[src/rtl/id_exe_stage_reg_if.sv]
`default_nettype none
// +--------------------------------------------------------------------------+
// | Module  : id_exe_stage_reg_if                                            |
// | Brief   : Decode-side and Execute-side bundle for the ID/EXE register.   |
// | Revision: 1.0                                                            |
// +--------------------------------------------------------------------------+
interface id_exe_stage_reg_if #(
  parameter int XLEN  = 64,
  parameter int CNT_W = 16
);
  logic            ID_valid;
  logic [4:0]      ID_rs1;
  logic [4:0]      ID_rs2;
  logic [4:0]      ID_rd;
  logic [6:0]      ID_OPCODE;
  logic            ID_RegWrite;
  logic            ID_MemRead;
  logic            ID_MemWrite;
  logic [XLEN-1:0] ID_rs1_data;
  logic [XLEN-1:0] ID_rs2_data;
  logic [XLEN-1:0] ID_imm;
  logic [XLEN-1:0] ID_pc;
  logic            flush;

  logic            ID_EXE_valid;
  logic [4:0]      ID_EXE_rs1;
  logic [4:0]      ID_EXE_rs2;
  logic [4:0]      ID_EXE_rd;
  logic [6:0]      ID_EXE_OPCODE;
  logic            ID_EXE_RegWrite;
  logic            ID_EXE_MemRead;
  logic            ID_EXE_MemWrite;
  logic [XLEN-1:0] ID_EXE_rs1_data;
  logic [XLEN-1:0] ID_EXE_rs2_data;
  logic [XLEN-1:0] ID_EXE_imm;
  logic [XLEN-1:0] ID_EXE_pc;
  logic            stall_IF_ID;
  logic [CNT_W-1:0] stall_count;
  logic [CNT_W-1:0] flush_count;

  modport master (
    output ID_valid, ID_rs1, ID_rs2, ID_rd, ID_OPCODE,
           ID_RegWrite, ID_MemRead, ID_MemWrite,
           ID_rs1_data, ID_rs2_data, ID_imm, ID_pc, flush,
    input  ID_EXE_valid, ID_EXE_rs1, ID_EXE_rs2, ID_EXE_rd, ID_EXE_OPCODE,
           ID_EXE_RegWrite, ID_EXE_MemRead, ID_EXE_MemWrite,
           ID_EXE_rs1_data, ID_EXE_rs2_data, ID_EXE_imm, ID_EXE_pc,
           stall_IF_ID, stall_count, flush_count
  );

  modport slave (
    input  ID_valid, ID_rs1, ID_rs2, ID_rd, ID_OPCODE,
           ID_RegWrite, ID_MemRead, ID_MemWrite,
           ID_rs1_data, ID_rs2_data, ID_imm, ID_pc, flush,
    output ID_EXE_valid, ID_EXE_rs1, ID_EXE_rs2, ID_EXE_rd, ID_EXE_OPCODE,
           ID_EXE_RegWrite, ID_EXE_MemRead, ID_EXE_MemWrite,
           ID_EXE_rs1_data, ID_EXE_rs2_data, ID_EXE_imm, ID_EXE_pc,
           stall_IF_ID, stall_count, flush_count
  );
endinterface
`default_nettype wire

[src/rtl/id_exe_stage_reg.sv]
`default_nettype none
// +--------------------------------------------------------------------------+
// | Module  : id_exe_stage_reg                                               |
// | Brief   : ID/EXE pipeline register with load-use hazard detection,       |
// |           bubble insertion and saturating stall/flush counters.          |
// | Revision: 1.0                                                            |
// +--------------------------------------------------------------------------+
module id_exe_stage_reg #(
  parameter int XLEN  = 64,
  parameter int CNT_W = 16
) (
  input  logic               clk,
  input  logic               rst_n,
  id_exe_stage_reg_if.slave  bus
);
  localparam logic [6:0] c_OP_NOP     = 7'h13;
  localparam logic [6:0] c_OP_OPIMM   = 7'h13;
  localparam logic [6:0] c_OP_OPIMM32 = 7'h1b;
  localparam logic [6:0] c_OP_LOAD    = 7'h03;
  localparam logic [6:0] c_OP_JAL     = 7'h6f;
  localparam logic [6:0] c_OP_JALR    = 7'h67;
  localparam logic [6:0] c_OP_LUI     = 7'h37;
  localparam logic [6:0] c_OP_AUIPC   = 7'h17;
  localparam logic [CNT_W-1:0] c_CNT_ONE = CNT_W'(1);

  logic w_uses_rs1;
  logic w_uses_rs2;
  logic w_hazard;
  logic w_capture;

  logic            r_valid;
  logic [4:0]      r_rs1;
  logic [4:0]      r_rs2;
  logic [4:0]      r_rd;
  logic [6:0]      r_opcode;
  logic            r_reg_write;
  logic            r_mem_read;
  logic            r_mem_write;
  logic [XLEN-1:0] r_rs1_data;
  logic [XLEN-1:0] r_rs2_data;
  logic [XLEN-1:0] r_imm;
  logic [XLEN-1:0] r_pc;
  logic [CNT_W-1:0] r_stall_count;
  logic [CNT_W-1:0] r_flush_count;

  always_comb begin
    w_uses_rs1 = 1'b1;
    w_uses_rs2 = 1'b1;
    case (bus.ID_OPCODE)
      c_OP_LUI, c_OP_AUIPC, c_OP_JAL: begin
        w_uses_rs1 = 1'b0;
        w_uses_rs2 = 1'b0;
      end
      c_OP_OPIMM, c_OP_OPIMM32, c_OP_LOAD, c_OP_JALR: w_uses_rs2 = 1'b0;
      default: ;
    endcase
  end

  // A load in EXE whose destination is read by ID cannot be forwarded yet.
  assign w_hazard = bus.ID_valid & r_valid & r_mem_read & (r_rd != 5'd0) &
                    ((w_uses_rs1 & (r_rd == bus.ID_rs1)) |
                     (w_uses_rs2 & (r_rd == bus.ID_rs2)));
  assign w_capture = bus.ID_valid & ~bus.flush & ~w_hazard;

  always_ff @(posedge clk) begin
    if (!rst_n || !w_capture) begin
      r_valid     <= 1'b0;
      r_rs1       <= 5'd0;
      r_rs2       <= 5'd0;
      r_rd        <= 5'd0;
      r_opcode    <= c_OP_NOP;
      r_reg_write <= 1'b0;
      r_mem_read  <= 1'b0;
      r_mem_write <= 1'b0;
      r_rs1_data  <= '0;
      r_rs2_data  <= '0;
      r_imm       <= '0;
      r_pc        <= '0;
    end else begin
      r_valid     <= 1'b1;
      r_rs1       <= bus.ID_rs1;
      r_rs2       <= bus.ID_rs2;
      r_rd        <= bus.ID_rd;
      r_opcode    <= bus.ID_OPCODE;
      r_reg_write <= bus.ID_RegWrite;
      r_mem_read  <= bus.ID_MemRead;
      r_mem_write <= bus.ID_MemWrite;
      r_rs1_data  <= bus.ID_rs1_data;
      r_rs2_data  <= bus.ID_rs2_data;
      r_imm       <= bus.ID_imm;
      r_pc        <= bus.ID_pc;
    end
  end

  // Flush outranks the hazard, so only one counter moves per cycle.
  always_ff @(posedge clk) begin
    if (!rst_n) begin
      r_stall_count <= '0;
      r_flush_count <= '0;
    end else if (bus.flush) begin
      if (!(&r_flush_count)) r_flush_count <= r_flush_count + c_CNT_ONE;
    end else if (w_hazard) begin
      if (!(&r_stall_count)) r_stall_count <= r_stall_count + c_CNT_ONE;
    end
  end

  assign bus.stall_IF_ID     = w_hazard & ~bus.flush;
  assign bus.ID_EXE_valid    = r_valid;
  assign bus.ID_EXE_rs1      = r_rs1;
  assign bus.ID_EXE_rs2      = r_rs2;
  assign bus.ID_EXE_rd       = r_rd;
  assign bus.ID_EXE_OPCODE   = r_opcode;
  assign bus.ID_EXE_RegWrite = r_reg_write;
  assign bus.ID_EXE_MemRead  = r_mem_read;
  assign bus.ID_EXE_MemWrite = r_mem_write;
  assign bus.ID_EXE_rs1_data = r_rs1_data;
  assign bus.ID_EXE_rs2_data = r_rs2_data;
  assign bus.ID_EXE_imm      = r_imm;
  assign bus.ID_EXE_pc       = r_pc;
  assign bus.stall_count     = r_stall_count;
  assign bus.flush_count     = r_flush_count;
endmodule
`default_nettype wire

[src/flat_wrapper.sv]
// flat-port wrapper written by rule: the top's interface ports become plain ports
module id_exe_stage_reg_flat 
#(
  parameter int XLEN  = 64,
  parameter int CNT_W = 16
)
  (clk, rst_n, bus_ID_valid, bus_ID_rs1, bus_ID_rs2, bus_ID_rd, bus_ID_OPCODE, bus_ID_RegWrite, bus_ID_MemRead, bus_ID_MemWrite, bus_ID_rs1_data, bus_ID_rs2_data, bus_ID_imm, bus_ID_pc, bus_flush, bus_ID_EXE_valid, bus_ID_EXE_rs1, bus_ID_EXE_rs2, bus_ID_EXE_rd, bus_ID_EXE_OPCODE, bus_ID_EXE_RegWrite, bus_ID_EXE_MemRead, bus_ID_EXE_MemWrite, bus_ID_EXE_rs1_data, bus_ID_EXE_rs2_data, bus_ID_EXE_imm, bus_ID_EXE_pc, bus_stall_IF_ID, bus_stall_count, bus_flush_count);
  id_exe_stage_reg_if #(.XLEN(XLEN), .CNT_W(CNT_W)) bus_i ();
  input  logic clk;
  input  logic rst_n;
  input wire logic [$bits(bus_i.ID_valid)-1:0] bus_ID_valid;
  input wire logic [$bits(bus_i.ID_rs1)-1:0] bus_ID_rs1;
  input wire logic [$bits(bus_i.ID_rs2)-1:0] bus_ID_rs2;
  input wire logic [$bits(bus_i.ID_rd)-1:0] bus_ID_rd;
  input wire logic [$bits(bus_i.ID_OPCODE)-1:0] bus_ID_OPCODE;
  input wire logic [$bits(bus_i.ID_RegWrite)-1:0] bus_ID_RegWrite;
  input wire logic [$bits(bus_i.ID_MemRead)-1:0] bus_ID_MemRead;
  input wire logic [$bits(bus_i.ID_MemWrite)-1:0] bus_ID_MemWrite;
  input wire logic [$bits(bus_i.ID_rs1_data)-1:0] bus_ID_rs1_data;
  input wire logic [$bits(bus_i.ID_rs2_data)-1:0] bus_ID_rs2_data;
  input wire logic [$bits(bus_i.ID_imm)-1:0] bus_ID_imm;
  input wire logic [$bits(bus_i.ID_pc)-1:0] bus_ID_pc;
  input wire logic [$bits(bus_i.flush)-1:0] bus_flush;
  output wire logic [$bits(bus_i.ID_EXE_valid)-1:0] bus_ID_EXE_valid;
  output wire logic [$bits(bus_i.ID_EXE_rs1)-1:0] bus_ID_EXE_rs1;
  output wire logic [$bits(bus_i.ID_EXE_rs2)-1:0] bus_ID_EXE_rs2;
  output wire logic [$bits(bus_i.ID_EXE_rd)-1:0] bus_ID_EXE_rd;
  output wire logic [$bits(bus_i.ID_EXE_OPCODE)-1:0] bus_ID_EXE_OPCODE;
  output wire logic [$bits(bus_i.ID_EXE_RegWrite)-1:0] bus_ID_EXE_RegWrite;
  output wire logic [$bits(bus_i.ID_EXE_MemRead)-1:0] bus_ID_EXE_MemRead;
  output wire logic [$bits(bus_i.ID_EXE_MemWrite)-1:0] bus_ID_EXE_MemWrite;
  output wire logic [$bits(bus_i.ID_EXE_rs1_data)-1:0] bus_ID_EXE_rs1_data;
  output wire logic [$bits(bus_i.ID_EXE_rs2_data)-1:0] bus_ID_EXE_rs2_data;
  output wire logic [$bits(bus_i.ID_EXE_imm)-1:0] bus_ID_EXE_imm;
  output wire logic [$bits(bus_i.ID_EXE_pc)-1:0] bus_ID_EXE_pc;
  output wire logic [$bits(bus_i.stall_IF_ID)-1:0] bus_stall_IF_ID;
  output wire logic [$bits(bus_i.stall_count)-1:0] bus_stall_count;
  output wire logic [$bits(bus_i.flush_count)-1:0] bus_flush_count;
  assign bus_i.ID_valid = bus_ID_valid;
  assign bus_i.ID_rs1 = bus_ID_rs1;
  assign bus_i.ID_rs2 = bus_ID_rs2;
  assign bus_i.ID_rd = bus_ID_rd;
  assign bus_i.ID_OPCODE = bus_ID_OPCODE;
  assign bus_i.ID_RegWrite = bus_ID_RegWrite;
  assign bus_i.ID_MemRead = bus_ID_MemRead;
  assign bus_i.ID_MemWrite = bus_ID_MemWrite;
  assign bus_i.ID_rs1_data = bus_ID_rs1_data;
  assign bus_i.ID_rs2_data = bus_ID_rs2_data;
  assign bus_i.ID_imm = bus_ID_imm;
  assign bus_i.ID_pc = bus_ID_pc;
  assign bus_i.flush = bus_flush;
  assign bus_ID_EXE_valid = bus_i.ID_EXE_valid;
  assign bus_ID_EXE_rs1 = bus_i.ID_EXE_rs1;
  assign bus_ID_EXE_rs2 = bus_i.ID_EXE_rs2;
  assign bus_ID_EXE_rd = bus_i.ID_EXE_rd;
  assign bus_ID_EXE_OPCODE = bus_i.ID_EXE_OPCODE;
  assign bus_ID_EXE_RegWrite = bus_i.ID_EXE_RegWrite;
  assign bus_ID_EXE_MemRead = bus_i.ID_EXE_MemRead;
  assign bus_ID_EXE_MemWrite = bus_i.ID_EXE_MemWrite;
  assign bus_ID_EXE_rs1_data = bus_i.ID_EXE_rs1_data;
  assign bus_ID_EXE_rs2_data = bus_i.ID_EXE_rs2_data;
  assign bus_ID_EXE_imm = bus_i.ID_EXE_imm;
  assign bus_ID_EXE_pc = bus_i.ID_EXE_pc;
  assign bus_stall_IF_ID = bus_i.stall_IF_ID;
  assign bus_stall_count = bus_i.stall_count;
  assign bus_flush_count = bus_i.flush_count;
  id_exe_stage_reg #(.XLEN(XLEN), .CNT_W(CNT_W)) u_core (.clk(clk), .rst_n(rst_n), .bus(bus_i));
endmodule
[config.mk]
export PLATFORM = sky130hd
export DESIGN_NAME = id_exe_stage_reg_flat
export DESIGN_NICKNAME = d
export VERILOG_FILES = /design/src/rtl/id_exe_stage_reg_if.sv /design/src/rtl/id_exe_stage_reg.sv /design/src/flat_wrapper.sv
export SDC_FILE = /design/constraint.sdc
export NUM_CORES = 1
export LEC_CHECK = 0
export ABC_AREA = 1
export CORE_AREA = 2 2 231 233
export DETAILED_ROUTE_END_ITERATION = 6
export DIE_AREA = 0 0 233 235
export SKIP_CTS_REPAIR_TIMING = 1
export SYNTH_ARGS = -nofsm -noshare
export SYNTH_HDL_FRONTEND = slang
export SYNTH_SLANG_ARGS = --single-unit
[constraint.sdc]
create_clock -name clk -period 2.4 [get_ports clk]
set_input_delay 0.24 -clock clk [delete_from_list [all_inputs] [get_ports clk]]
set_output_delay 0.24 -clock clk [all_outputs]
set_load 0.005 [all_outputs]
Yosys cells after proc, flatten, opt, wreduce, memory -nomap -nowiden
Index checks and enable logic that the tools add are counted.

cells by class
  add/sub/neg operators = 2
  eq/ne operators = 9
  mux-type cells = 3
  bitwise operators = 14
  reductions and logical operators = 10

operator list
  kind                     number
  $add A16 B1 Y16 const B  2
  $reduce_and A16 Y1       2
  $eq A7 B5 Y1 const B     3
  $eq A7 B7 Y1 const B     2
  $eq A5 B5 Y1             2
  $and A1 B1 Y1            9
  $eq A7 B2 Y1 const B     1
  $eq A7 B6 Y1 const B     1
  $reduce_or A7 Y1         1
  $reduce_bool A5 Y1       1
  $not A1 Y1               4
  $mux W1                  3
  $reduce_and A3 Y1        1
  $reduce_or A3 Y1         1
  $logic_not A1 Y1         2
  $reduce_and A2 Y1        1
  $logic_or A1 B1 Y1       1
  $or A1 B1 Y1             1

word-level totals
  flip-flop bits (word level) = 314
  bits of input ports = 285
  output and inout bits = 315
  logic and storage cells = 52

Longest topological paths before layout
Gate-level depths: netlist (run 1).

  depth after elaboration = 11
  mapped depth = 13
  depth with buffers taken out = 11

Worst setup path before layout (run 1)
OpenSTA, ideal clock, no wires.

  path type = reg-to-reg
  start point = register u_core.r_flush_count[0] (netlist: u_core.bus.flush_count[0])
  end point = register u_core.r_flush_count[0] (netlist: u_core.bus.flush_count[0])
  setup time = 0.128 ns
  arrival time = 1.584 ns
  required time = 2.272 ns
  path slack = 0.688 ns
  cell stages (with the launch flop) = 10
  buffers on the path = 1
  period minus slack after synthesis = 1.712 ns
  path through = dfxtp_1 ha_1 nand3_1 nor3_1 nand3_1 nand2_1 inv_1 clkbuf_1 o21ai_0 a21oi_1

between the ends
  cells in the longest elaborated chain, start to end = 3
  elaborated cells on any way between the ends = 4
  classes of those cells = add/sub (1); bitwise (1); reduce/logical (2)

RTL lines
  item                                                                     RTL line                 text
  start: declaration                                                       id_exe_stage_reg.sv:44   logic [CNT_W-1:0] r_flush_count;
  start signal: assignment                                                 id_exe_stage_reg.sv:101  if (!(&r_flush_count)) r_flush_count <= r_flush_count + c_CNT_ONE;
  parallel branches: the longest is 3 deep, another holds $add A16 B1 Y16  --

Parallel ways; which one is timed is not known.
A chain may end at the register's enable or synchronous reset.

Final worst setup path (run 1)
  start point = register u_core.r_rd[0] (netlist: u_core.bus.ID_EXE_rd[0])
  end point = output bus_stall_IF_ID

between the ends
  cells in the longest elaborated chain, start to end = 5
  elaborated cells on any way between the ends = 9
  classes of those cells = eq/ne (2); bitwise (6); reduce/logical (1)

RTL lines
  item                              RTL line                                        text
  start: declaration                id_exe_stage_reg.sv:34                          logic [4:0] r_rd;
  start signal: assignment          id_exe_stage_reg.sv:83                          r_rd <= bus.ID_rd;
  $eq A5 B5 Y1 (on tied branches)   id_exe_stage_reg.sv:61, id_exe_stage_reg.sv:62
  $and A1 B1 Y1 (on tied branches)  id_exe_stage_reg.sv:61, id_exe_stage_reg.sv:62
  $or A1 B1 Y1                      id_exe_stage_reg.sv:61                          ((w_uses_rs1 & (r_rd == bus.ID_rs1)) |
  $and A1 B1 Y1 *                   id_exe_stage_reg.sv:60                          assign w_hazard = bus.ID_valid & r_valid & r_mem_read & (r_rd != 5'd0) &
  $and A1 B1 Y1 *                   id_exe_stage_reg.sv:107                         assign bus.stall_IF_ID = w_hazard & ~bus.flush;
  end: declaration                  flat_wrapper.sv:36                              output wire logic [$bits(bus_i.stall_IF_ID)-1:0] bus_stall_IF_ID;

Mark *: on every way between the ends. The rest lies on a longest branch, timed or not.

==> results.yml, run 1 <==
run_status:
  run_status: "completed"
synthesis:
  synth-compound-area-share_pct: 1.16
  syn-instance-count: 1213
  synthXorXnorAreaFrac_pct: 1.92
  synthSimpleGateAreaFrac_pct: 19.3
  syn_area_um2: 10000
  synth_nets: 1500
  ys_ff_latch: 314
  yosysSeqAreaShare_pct: 62.7
  synth_top_family_by_area: "simple AND/OR/NAND/NOR gates"
  yosys.area_share.adder_pct: 0.250
  muxShareOfSynthArea_pct: 0
  synthDistinctLibCells: 28
  synth_warnings: 0
  avgSynthCellArea_um2: 8.27
hold_path:
  min-delay-start: "bus_ID_pc[10]"
  hold_depth: 3
  hold_path_end: "u_core.bus.ID_EXE_pc[10]$_SDFF_PP0_"
  hold_path.class: "in2reg"
floorplanning:
  coreArea_um2: 52200
  io_pins: 600
  rows: 84
  dieArea_um2: 54800
  die_w_um: 233
  start_util_pct: 19.2
  die_h_um: 235
critical_path:
  crit_chain: "inv_2, nand2_1, nand2_1, nor2_4, nand4_1, nand2_2, nand2_1, nor2_1, dlymetal6s2s_1"
  arrival_ns: 1.86
  start_kind: "flip-flop"
  r2r_cells: 11
  worstSetupEndpointType: "primary output"
  worstPathRequired_ns: 2.16
  critPathKind: "reg2out"
  slowest_delay_ns: 0.39
  slowest_stage: "dfxtp_4"
  reg2reg_to: "u_core.bus.stall_count[7]$_SDFFE_PN0P_"
  cpMostUsedCell: "nand2_1"
  crit_fanout: 4
  regToRegSetupSlack_ns: 0.45
  r2r_start: "u_core.bus.stall_count[0]$_SDFFE_PN0P_"
clock_tree:
  clock_sinks: 314
  clock_latency_ns: 0.53
  clk_pin_slew_ns: 0.06
  cts-root-buf: "clkbuf_16"
  cts_buffers: 37
  htreeDepth: 2
  cts_tree: "built"
  cts_buffer_depth: 3
layout:
  fillers: 5325
  register_area_um2: 6290
  nNetsFinal: 2142
  syn_to_final_growth_pct: 82.9
  post-route-cell-area_um2: 18300
  drive_above_1_share_pct: 6.01
  multi_input_comb_area_um2: 2290
  num_antenna_cells: 0
place:
  dpl.hpwl_mm: 28.6
  routabilityCongestion: 0.855
  numPortBuffers: 599
  placed_area_um2: 17100
grt:
  grt_max_degree: 37
  grt_usage_pct: 12.5
  grt_pass1_vias: 9367
  grt_pass1_wl_mm: 52.8
  grt_overflow: 0
  antenna_found_initial: 2
sta:
  fin_crit_ns: 2.10
  drv_slew: 0
  fmax_mhz: 477
  hold_viol_final: 0
  setup_viol: 0
  fin_skew_ns: 0.0137
  rsz0062_at_grt: "no"
  setup_tns_ns: 0
  relSlewSlack_pct: 71.9
  fin_crit_sh_pct: 87.3
  tightestPinTransition_ns: 0.417
drt:
  vias: 9236
  wl_per_cell_um: 13.9
  drt_pass1_iterations: 4
  drc: 0
  routed_wl_mm: 35.8
  drt-vias-per-instance: 3.60
  drtIter0Drc: 237
  ant_nets: 0
power:
  peakVddDrop_v: 0.000346
  p_leak_nw: 8.42
  powerDensity_nw_per_um2: 656
run:
  maxCapViolations: 0
## sequential cells by signal (all words and copies together), names as in the netlist
name and cells:
u_core.bus.ID_EXE_rs1 5, u_core.bus.ID_EXE_rd 5, u_core.bus.flush_count 16, u_core.bus.ID_EXE_OPCODE 7, u_core.bus.ID_EXE_pc 64, u_core.bus.ID_EXE_rs2 5
u_core.bus.ID_EXE_RegWrite 1, u_core.bus.ID_EXE_rs1_data 64, u_core.bus.ID_EXE_valid 1, u_core.bus.ID_EXE_MemWrite 1, u_core.bus.ID_EXE_imm 64, u_core.bus.ID_EXE_MemRead 1
u_core.bus.stall_count 16, u_core.bus.ID_EXE_rs2_data 64
## per-layer routing
metal | routed length, um | GRT usage (%) | vias to the layer above
met4 | 1040 | 4.73 | 4
met5 | 30 | 0 | -
met1 | 13200 | 12.7 | 4139
li1 | - | - | 4700
met2 | 18300 | 23.1 | 332
met3 | 3310 | 4.70 | 61
## Yosys cell counts
| master | number | area [um^2] |
|---|---|---|
| nor3b_1 | 1 | 7.51 |
| nand2_1 | 98 | 368 |
| nor4_1 | 1 | 6.26 |
| clkinv_1 | 1 | 3.75 |
| dfxtp_1 | 314 | 6290 |
| ha_1 | 2 | 25.0 |
| nand3_2 | 1 | 10.0 |
| nand4_1 | 11 | 68.8 |
| and3_1 | 2 | 12.5 |
| a21oi_1 | 11 | 55.1 |
| nand3b_1 | 1 | 7.51 |
| nand2_2 | 1 | 6.26 |
| inv_1 | 322 | 1210 |
| nor3_1 | 12 | 60.1 |
| xor2_1 | 15 | 131 |
| xnor2_1 | 7 | 61.3 |
| or2_1 | 2 | 12.5 |
| buf_1 | 1 | 3.75 |
| o21ai_0 | 11 | 55.1 |
| clkbuf_1 | 2 | 7.51 |
| buf_2 | 22 | 110 |
| a31oi_1 | 1 | 6.26 |
| nand3_1 | 19 | 95.1 |
| nor2_2 | 1 | 6.26 |
| nor2_1 | 339 | 1270 |
| buf_6 | 10 | 113 |
| inv_2 | 3 | 11.3 |
| buf_4 | 2 | 15.0 |
## placed cells by master (no fill, tap or decap), drive strengths merged, types with 7 or more instances in the layout
cell	count
nor3	12
buf	41
o21ai	11
a21oi	11
dfxtp	314
nand2	99
clkdlybuf4s50	598
clkbuf	52
nor2	340
xor2	15
xnor2	7
nand3	20
nand4	11
inv	328
clkinv	7
## worst max-delay path, delay by kind of cell, from the launching register on
family	cells	cell delay (ns)
and+or+nand+nor	7	0.75
DFF	1	0.39
buffers and inverters	2	0.18
## power breakdown
part           total (mW)  internal [mW]  switching, mW
Clock                5.54           3.33           2.21
Sequential           5.38           5.34         0.0415
Combinational        1.10          0.732          0.371
Total                12.0           9.41           2.62
## worst max path at each step
stage,cells past startpoint,endpoint,start
3_3_place_gp,10,bus_stall_IF_ID,bus_ID_rs1[0]
3_5_place_dp,10,bus_stall_IF_ID,bus_ID_rs1[0]
2_1_floorplan,9,u_core.bus.flush_count[0]$_SDFFE_PN0P_,u_core.bus.flush_count[0]$_SDFFE_PN0P_
6_report,9,bus_stall_IF_ID,u_core.bus.ID_EXE_rd[0]$_SDFF_PP0_
5_1_grt,9,bus_stall_IF_ID,u_core.bus.ID_EXE_rd[0]$_SDFF_PP0_
4_1_cts,9,bus_stall_IF_ID,u_core.bus.ID_EXE_rd[0]$_SDFF_PP0_
## area by class of cell
class	count	area share (%)
Sequential cell	314	34.3
Clock buffer	52	5.85
Tap cell	688	4.69
Inverter	326	6.67
Multi-Input combinational cell	536	12.5
Timing Repair Buffer	640	35.3
Clock inverter	12	0.696
## per-stage QoR
| stage | std cells | hold WS, ns | worst slack [ns] | utilization (%) | power [mW] |
|---|---|---|---|---|---|
| final | 2568 | 0.220 | 0.305 | 35.1 | 12.0 |
| after global placement | 2504 | 0.500 | -0.112 | 32.8 | 6.60 |
| after global routing | 2568 | 0.185 | 0.157 | 35.1 | 12.6 |
| after floorplan | 1213 | 0.340 | 0.688 | - | 5.74 |
| after detailed placement | 2504 | 0.511 | -0.0967 | 32.8 | 6.61 |
| after CTS | 2568 | 0.172 | -0.411 | 35.1 | 12.3 |
## cells by family (layout without fill, tap and decap cells)
| group | Yosys count | after routing |
|---|---|---|
| AND/OR/NAND/NOR | 489 | 489 |
| buffers and inverters | 363 | 1030 |
| flip-flops | 314 | 314 |
| AO/OA/AOI/OAI | 23 | 23 |
| XOR/XNOR | 22 | 22 |
| adder cells (fa/ha/maj) | 2 | 2 |
No activity file was read; power rests on OpenSTA's default activity.
==> run 2: changes to the inputs <==
Settings changed: GPL_TIMING_DRIVEN set to 0.
==> run 2 against run 1 <==
  * Hold slack lost 0.0038 ns
  * Clock power about the same
  * First-iteration DRC count fell by 3.8%
  * Largest power group unchanged
  * Setup slack worse by 0.042 ns
  * Highest routed layer unchanged
  * Via count about the same
  * Sequential share of layout area increased by 0.36 points
  * Non-clock buffer count is 2 lower
  * Total power shrank 0.44%
  * Count of clock-buffer cells in the layout unchanged
  * Routed wire length is 2.8% higher
==> results.yml, run 2 (synthesis gave the netlist of run 1 again) <==
run_status:
  run_status: "completed"
floorplanning:
  die_w_um: 233
  rows: 84
  coreArea_um2: 52200
  dieArea_um2: 54800
  start_util_pct: 19.2
  io_pins: 600
  die_h_um: 235
drt:
  ant_nets: 0
  drt_pass1_iterations: 4
  vias: 9238
  drtIter0Drc: 228
  wl_per_cell_um: 14.3
  routed_wl_mm: 36.8
  drt-vias-per-instance: 3.59
  drc: 0
power:
  peakVddDrop_v: 0.000447
  p_leak_nw: 8.29
  total_power_mw: 12.0
  powerDensity_nw_per_um2: 660
grt:
  grt_overflow: 0
  grt_max_degree: 14
  grt_usage_pct: 12.8
  antenna_found_initial: 4
  grt_pass1_vias: 9208
  grt_pass1_wl_mm: 53.3
run:
  maxCapViolations: 0
critical_path:
  arrival_ns: 2.54
  slowest_stage: "dfxtp_1"
  worstSetupEndpointType: "flip-flop"
  crit_cells: 9
  r2r_start: "u_core.bus.flush_count[0]$_SDFFE_PN0P_"
  critPathKind: "reg2reg"
  crit_fanout: 10
  crit_family: "simple AND/OR/NAND/NOR gates"
  regToRegSetupSlack_ns: 0.26
  crit_chain: "ha_1, nand3_1, nor3_1, nand3_1, nand2_1, inv_1, clkbuf_1, o21ai_0, a21oi_1"
  slowest_delay_ns: 0.47
  reg2reg_to: "u_core.bus.flush_count[0]$_SDFFE_PN0P_"
  r2r_cells: 9
  path_buf_inv: 2
  worstPathRequired_ns: 2.81
  cpMostUsedCell: "nand3_1"
  start_kind: "flip-flop"
clock_tree:
  cts_buffers: 37
  htreeDepth: 2
  cts_buffer_depth: 3
  cts-root-buf: "clkbuf_16"
  cts_tree: "built"
  clock_sinks: 314
  clock_latency_ns: 0.54
  clk_pin_slew_ns: 0.06
place:
  placed_area_um2: 16900
  dpl.hpwl_mm: 29.8
  routabilityCongestion: 0.872
  dp_slack_ns: -0.283
  numPortBuffers: 599
sta:
  tightestPinTransition_ns: 0.547
  fmax_mhz: 468
  fin_crit_ns: 2.14
  rsz0062_at_grt: "no"
  fin_skew_ns: 0.0153
  drv_slew: 0
  hold_viol_final: 0
  relSlewSlack_pct: 63.5
  fin_crit_sh_pct: 89.0
  setup_ws_ns: 0.263
  holdWs_ns: 0.216
  setup_viol: 0
layout:
  post-route-cell-area_um2: 18100
  fillers: 5365
  layout_common_cells: "598 x clkdlybuf4s50_1, 338 x nor2_1, 322 x inv_1"
  syn_to_final_growth_pct: 81.0
  nNetsFinal: 2140
  drive_above_1_share_pct: 5.69
  final_common_cell: "clkdlybuf4s50_1"
hold_path:
  min-delay-start: "bus_ID_pc[44]"
  hold_path_end: "u_core.bus.ID_EXE_pc[44]$_SDFF_PP0_"
  hold_path.class: "in2reg"
  hold_depth: 3
## run 2: changes by cell type in the layout (fill, tap and decap cells not counted), moves of 2 or more
cell / change
clkinv_8: +2
clkbuf_1: +2
dfxtp_2: -3
buf_2: +22
buf_4: -24
buf_12: -13
inv_6: -2
nand2_2: -2
nand2_1: +2
dfxtp_1: +2
buf_6: +10
clkinv_2: +2
## run 2: report_power, final
| part | switching (mW) | total [mW] | internal [mW] |
|---|---|---|---|
| registers | 0.0430 | 5.38 | 5.34 |
| clock network | 2.27 | 5.52 | 3.25 |
| logic | 0.372 | 1.08 | 0.703 |
| total | 2.68 | 12.0 | 9.30 |
## run 2: final cells by class
class | instances | area [um^2] | share of cell area, %
clock buffers | 52 | 1070 | 5.91
multi-input cells | 536 | 2290 | 12.6
plain buffers | 37 | 249 | 1.37
well taps | 688 | 861 | 4.74
inverters | 326 | 1220 | 6.74
diodes | 1 | 2.50 | 0.0138
flip-flops and latches | 314 | 6290 | 34.7
repair buffers | 601 | 6010 | 33.1
clock inverters | 15 | 139 | 0.765
## run 2: layer usage
layer | vias up | routed length [um] | global-route usage (%)
met5 | - | 41 | 0
met4 | 6 | 1140 | 5.19
met3 | 69 | 3540 | 4.56
met2 | 343 | 18500 | 23.3
met1 | 4126 | 13600 | 13.3
li1 | 4694 | - | -
## run 2: stage by stage
| stage | instances | utilization (%) | setup TNS [ns] |
|---|---|---|---|
| 2_1_floorplan | 1213 | - | 0 |
| 3_3_place_gp | 2500 | 32.3 | -33.43 |
| 3_5_place_dp | 2500 | 32.3 | -40.65 |
| 4_1_cts | 2567 | 34.6 | -0.521 |
| 5_1_grt | 2570 | 34.7 | 0 |
| 6_report | 2570 | 34.7 | 0 |
## run 2: worst max path at each step
stage / to / from / slack, ns
after floorplan: u_core.bus.flush_count[0]$_SDFFE_PN0P_ / u_core.bus.flush_count[0]$_SDFFE_PN0P_ / 0.69
after CTS: bus_stall_IF_ID / u_core.bus.ID_EXE_rd[0]$_SDFF_PP0_ / -0.39
after detailed placement: u_core.bus.ID_EXE_OPCODE[4]$_SDFF_PP1_ / bus_ID_rs1[0] / -0.28
final: u_core.bus.flush_count[0]$_SDFFE_PN0P_ / u_core.bus.flush_count[0]$_SDFFE_PN0P_ / 0.26
after global routing: u_core.bus.flush_count[0]$_SDFFE_PN0P_ / u_core.bus.flush_count[0]$_SDFFE_PN0P_ / 0.08
after global placement: u_core.bus.ID_EXE_pc[50]$_SDFF_PP0_ / bus_ID_rs1[0] / -0.29
## run 2: tightest hold or removal path, delay by kind of cell
kind	cells	cell delay, ns
AND/OR/NAND/NOR	1	0.03
buffers and inverters	2	0.45
==> edit 1: new RTL, flow settings as in run 1 <==
`CNT_W` is set to 16 in 3 places; all go to 24.
--- a/src/rtl/id_exe_stage_reg_if.sv
+++ b/src/rtl/id_exe_stage_reg_if.sv
@@ -6,7 +6,7 @@
 // +--------------------------------------------------------------------------+
 interface id_exe_stage_reg_if #(
   parameter int XLEN  = 64,
-  parameter int CNT_W = 16
+  parameter int CNT_W = 24
 );
   logic            ID_valid;
   logic [4:0]      ID_rs1;
--- a/src/rtl/id_exe_stage_reg.sv
+++ b/src/rtl/id_exe_stage_reg.sv
@@ -7,7 +7,7 @@
 // +--------------------------------------------------------------------------+
 module id_exe_stage_reg #(
   parameter int XLEN  = 64,
-  parameter int CNT_W = 16
+  parameter int CNT_W = 24
 ) (
   input  logic               clk,
   input  logic               rst_n,
--- a/src/flat_wrapper.sv
+++ b/src/flat_wrapper.sv
@@ -2,7 +2,7 @@
 module id_exe_stage_reg_flat 
 #(
   parameter int XLEN  = 64,
-  parameter int CNT_W = 16
+  parameter int CNT_W = 24
 )
   (clk, rst_n, bus_ID_valid, bus_ID_rs1, bus_ID_rs2, bus_ID_rd, bus_ID_OPCODE, bus_ID_RegWrite, bus_ID_MemRead, bus_ID_MemWrite, bus_ID_rs1_data, bus_ID_rs2_data, bus_ID_imm, bus_ID_pc, bus_flush, bus_ID_EXE_valid, bus_ID_EXE_rs1, bus_ID_EXE_rs2, bus_ID_EXE_rd, bus_ID_EXE_OPCODE, bus_ID_EXE_RegWrite, bus_ID_EXE_MemRead, bus_ID_EXE_MemWrite, bus_ID_EXE_rs1_data, bus_ID_EXE_rs2_data, bus_ID_EXE_imm, bus_ID_EXE_pc, bus_stall_IF_ID, bus_stall_count, bus_flush_count);
   id_exe_stage_reg_if #(.XLEN(XLEN), .CNT_W(CNT_W)) bus_i ();
Interface: changed (resized bus_flush_count and bus_stall_count); port bits go from 600 to 616. No check against the original RTL was run, so the function may have changed too.
==> edit 1 against run 1 <==
- first-iteration DRC count grew 110%
- sequential cell count up 16
- setup slack improved by 0.0033 ns
- total power up 9.0%
- synthesized area is 12% higher
- wire length grew 26%
- final area is 7.4% higher
- largest power group unchanged
==> edit 1: results (changes against run 1) <==
\begin{tabular}{lr}
\hline
Metric & Value \\
\hline
\multicolumn{2}{l}{\textbf{Power and ir drop}} \\
\quad Worst voltage drop across the vdd grid & 0.464 mV (+34\%) \\
\quad Static Leak & 0.00865 uW (+2.8\%) \\
\quad Switching component of the power & 2830 uW (+8.0\%) \\
\multicolumn{2}{l}{\textbf{Setup path}} \\
\quad Crit-path max FO & 3 (-1) \\
\quad Reg-to-reg slack, setup & 0.39 ns (-0.06 ns) \\
\quad Start point of the critical path & u\_core.bus.ID\_EXE\_rd[2]\$\_SDFF\_PP0\_ \\
\quad R2R depth & 12 (+1) \\
\multicolumn{2}{l}{\textbf{Placement}} \\
\quad Estimated wirelength of the detail-placed design & 36.8 mm (+29\%) \\
\quad Final estimated routing congestion in global placement & 0.911 (+6.5\%) \\
\quad Placed cell area & 18300 um\^{}2 (+6.8\%) \\
\multicolumn{2}{l}{\textbf{Global route}} \\
\quad Largest net degree at the start of global routing & 58 (+57\%) \\
\quad GR Layer Usage met1 & 17.3\% (+4.6 points) \\
\quad Met2 capacity usage during global routing & 29.0\% (+6.0 points) \\
\quad Number of global-route vias before repair & 10.9k (+17\%) \\
\quad First-pass GRT wire length & 66.0 mm (+25\%) \\
\quad GR Util All Layers & 15.9\% (+3.4 points) \\
\quad Number of antenna violations at the first check in global routing & 7 (+5) \\
\multicolumn{2}{l}{\textbf{STA}} \\
\quad Layout Skew & 0.0182 ns (+0.00458 ns) \\
\quad Actual transition at the worst max-transition pin & 0.695 ns (+0.278 ns) \\
\multicolumn{2}{l}{\textbf{Synthesis}} \\
\quad Share of the yosys chip area belonging to registers & 59.0\% (-3.7 points) \\
\quad Post-Synthesis Net Count & 1691 (+13\%) \\
\multicolumn{2}{l}{\textbf{Hold path}} \\
\quad Hold Crit Start & bus\_ID\_rs1\_data[45] \\
\quad Worst Hold End & u\_core.bus.ID\_EXE\_rs1\_data[45]\$\_SDFF\_PP0\_ \\
\multicolumn{2}{l}{\textbf{Route}} \\
\quad Initial DRC count & 509 (+110\%) \\
\quad Pre-Repair DR Iteration Count & 5 (+1) \\
\quad Wire length on met3 & 4.09 mm (+24\%) \\
\quad Met1 wire length & 17.1 mm (+30\%) \\
\quad Metal2 WL & 23.0 mm (+26\%) \\
\multicolumn{2}{l}{\textbf{Cells and area}} \\
\quad Filler instances & 5250 (-1.4\%) \\
\quad Layout cells sized above 1 & 5.60\% (-0.41 points) \\
\quad Layout Nets & 2331 (+8.8\%) \\
\multicolumn{2}{l}{\textbf{Status}} \\
\quad Run status & complete, no violations \\
\hline
\end{tabular}
edit 1: worst register-to-register path, stage by stage (launching register included):
cell and delay, ns:
dfxtp_1 0.39, ha_1 0.25, inv_1 0.10, nor2_4 0.20, nand2_1 0.11, nor2_1 0.18, nand2_1 0.10, nand2_2 0.10
inv_2 0.19, nand2_1 0.14, nand2_1 0.06, inv_1 0.05, nor2_1 0.03
edit 1: through the flow:
stage,hold WS [ns],utilization [%],setup slack (ns),instances,setup TNS [ns]
2_1_floorplan,0.332,-,0.624,1404,0
3_3_place_gp,0.501,35.0,-0.0227,2690,-0.0227
3_5_place_dp,0.507,35.0,-0.0240,2690,-0.0240
4_1_cts,0.164,37.7,-0.335,2761,-0.335
5_1_grt,0.180,37.7,0.114,2762,0
6_report,0.210,37.7,0.308,2763,0
edit 1: kinds of logic (layout without fill, tap and decap cells):
logic type                 count (synthesis)  after routing  share of synthesized area [%]
AOI/OAI and AO/OA                         55             55                           2.54
xor gates and xnor gates                  26             26                           2.03
adders and majority gates                  2              2                          0.223
buffers and inverters                    369           1038                           13.3
DFF                                      330            330                           59.0
other                                      0              2                              0
and+or+nand+nor                          622            622                           23.0
edit 1: area by class of cell:
cell class                      count  area [um^2]  area share (%)
Tap cell                          688          861            4.37
Antenna cell                        2         5.00          0.0254
Sequential cell                   330         6610            33.6
Inverter                          323         1210            6.16
Clock inverter                     11          171           0.870
Multi-Input combinational cell    705         3120            15.8
Timing Repair Buffer              644         6490            32.9
Clock buffer                       60         1230            6.24
edit 1: power by group through the flow:
stage	registers (uW)	clock network [uW]	logic (uW)
after floorplan	5780	0	247
after global placement	5770	0	1120
after detailed placement	5770	0	1130
after CTS	5650	6530	1130
after global routing	5660	6780	1220
final	5650	6350	1120
==> edit 2: new RTL, settings of run 1 <==
Without the edit above. Reset style: asynchronous (`rst_n`), changed in one clocked block.
--- a/src/rtl/id_exe_stage_reg.sv
+++ b/src/rtl/id_exe_stage_reg.sv
@@ -93,7 +93,7 @@
   end
 
   // Flush outranks the hazard, so only one counter moves per cycle.
-  always_ff @(posedge clk) begin
+  always_ff @(posedge clk or negedge rst_n) begin
     if (!rst_n) begin
       r_stall_count <= '0;
       r_flush_count <= '0;
Check against the original RTL: differs if rst_n is asserted again (counterexample within 4 cycles, from zero or initial values and one cycle with rst_n low); with rst_n held inactive, the same outputs for 4 cycles.
==> edit 2 against run 1 <==
- wire length is 7.0% higher
- sequential share of layout area down 0.18 points
- synthesized area rose by 6.1%
- global-route usage is 1.1 points higher
- first-iteration DRC count increased by 78%
- combinational power increased by 24%
- clock power rose by 7.2%
- hold slack got worse by 0.041 ns
- setup slack improved by 0.013 ns
- final area grew 3.1%
- sequential cell count unchanged
- total power increased by 6.5%
==> edit 2: results (changes against run 1) <==
\begin{tabular}{lr}
\hline
Metric & Value \\
\hline
\multicolumn{2}{l}{\textbf{Status}} \\
\quad Run status & complete, no violations \\
\multicolumn{2}{l}{\textbf{Synthesis}} \\
\quad Asr flop ratio synth & 10.2\% (+10 points) \\
\quad Cell types occupying the most area after synthesis & dfxtp\_1 (53\%), nor2\_2 (12\%), inv\_1 (10\%), dfrtp\_1 (7.5\%), nor2\_1 (4.0\%) \\
\quad Cell count after synthesis & 1166 (-3.9\%) \\
\quad Share of the yosys chip area belonging to registers & 60.6\% (-2.1 points) \\
\quad Post-Synthesis Net Count & 1453 (-3.1\%) \\
\multicolumn{2}{l}{\textbf{Setup path}} \\
\quad Crit-path max FO & 3 (-1) \\
\quad Data arrival time at the worst-slack endpoint & 1.84 ns (-0.02 ns) \\
\quad Critical path's slowest cell & clkdlybuf4s50\_1 \\
\quad Launch point of the worst reg-to-reg path & u\_core.bus.ID\_EXE\_rd[4]\$\_SDFF\_PP0\_ \\
\quad Reg-to-reg slack, setup & 0.58 ns (+0.13 ns) \\
\quad Start point of the critical path & bus\_ID\_OPCODE[1] \\
\quad Longest individual stage delay on the worst path & 0.55 ns (+0.16 ns) \\
\quad End of the worst register-to-register path & u\_core.bus.stall\_count[0]\$\_DFFE\_PN0P\_ \\
\multicolumn{2}{l}{\textbf{Route}} \\
\quad Drt wl/cell & 15.2 um (+8.9\%) \\
\quad Metal2 WL & 19.4 mm (+6.0\%) \\
\quad Met1 wire length & 13.2 mm (about the same) \\
\multicolumn{2}{l}{\textbf{Global route}} \\
\quad GR Layer Usage met1 & 13.3\% (+0.63 points) \\
\quad Met2 capacity usage during global routing & 24.4\% (+1.3 points) \\
\quad First-pass GRT wire length & 56.8 mm (+7.7\%) \\
\quad GR met3 Demand/Resource & 7.03\% (+2.3 points) \\
\quad Number of antenna violations at the first check in global routing & 11 (+9) \\
\multicolumn{2}{l}{\textbf{Placement}} \\
\quad Placed cell area & 17600 um\^{}2 (+2.7\%) \\
\quad Final estimated routing congestion in global placement & 0.869 (+1.6\%) \\
\quad Estimated wirelength of the detail-placed design & 31.0 mm (+8.4\%) \\
\multicolumn{2}{l}{\textbf{Cells and area}} \\
\quad Layout Nets & 2094 (-2.2\%) \\
\quad Filler-free cell count of the finished design & 2522 (-1.8\%) \\
\quad Sequential standard cell area & 6450 um\^{}2 (+2.5\%) \\
\quad Filler instances & 5298 (-0.51\%) \\
\multicolumn{2}{l}{\textbf{STA}} \\
\quad Hold\_ws & 0.179 ns (-0.0409 ns) \\
\multicolumn{2}{l}{\textbf{Power and ir drop}} \\
\quad Worst voltage drop across the vdd grid & 0.482 mV (+39\%) \\
\quad Static Leak & 0.00843 uW (+0.15\%) \\
\hline
\end{tabular}
## edit 2: cell count changes after synthesis, sizes merged, moves of 13 or more
cell / delta
dfrtp: +32
nand4: +13
inv: -26
nor2: -24
dfxtp: -32
nand2: +17
## edit 2: cell families after synthesis
| group | after synthesis | synth area share [%] |
|---|---|---|
| and+or+nand+nor | 481 | 23.0 |
| buffers and inverters | 335 | 13.6 |
| DFF | 314 | 60.6 |
| xor gates and xnor gates | 27 | 2.22 |
| AOI/OAI and AO/OA | 7 | 0.329 |
| adders and majority gates | 2 | 0.235 |
## edit 2: final cells by class
type	count	area share, %
multi-input cells	517	14.6
well taps	688	4.55
diodes	3	0.0397
repair buffers	637	33.8
flip-flops and latches	314	34.1
clock buffers	54	6.10
inverters	300	5.96
clock inverters	9	0.788
## edit 2: power by group
part	internal, uW	total (uW)	switching (uW)
logic	866	1360	492
clock network	3750	5940	2190
registers	5400	5520	114
total	10000	12800	2800
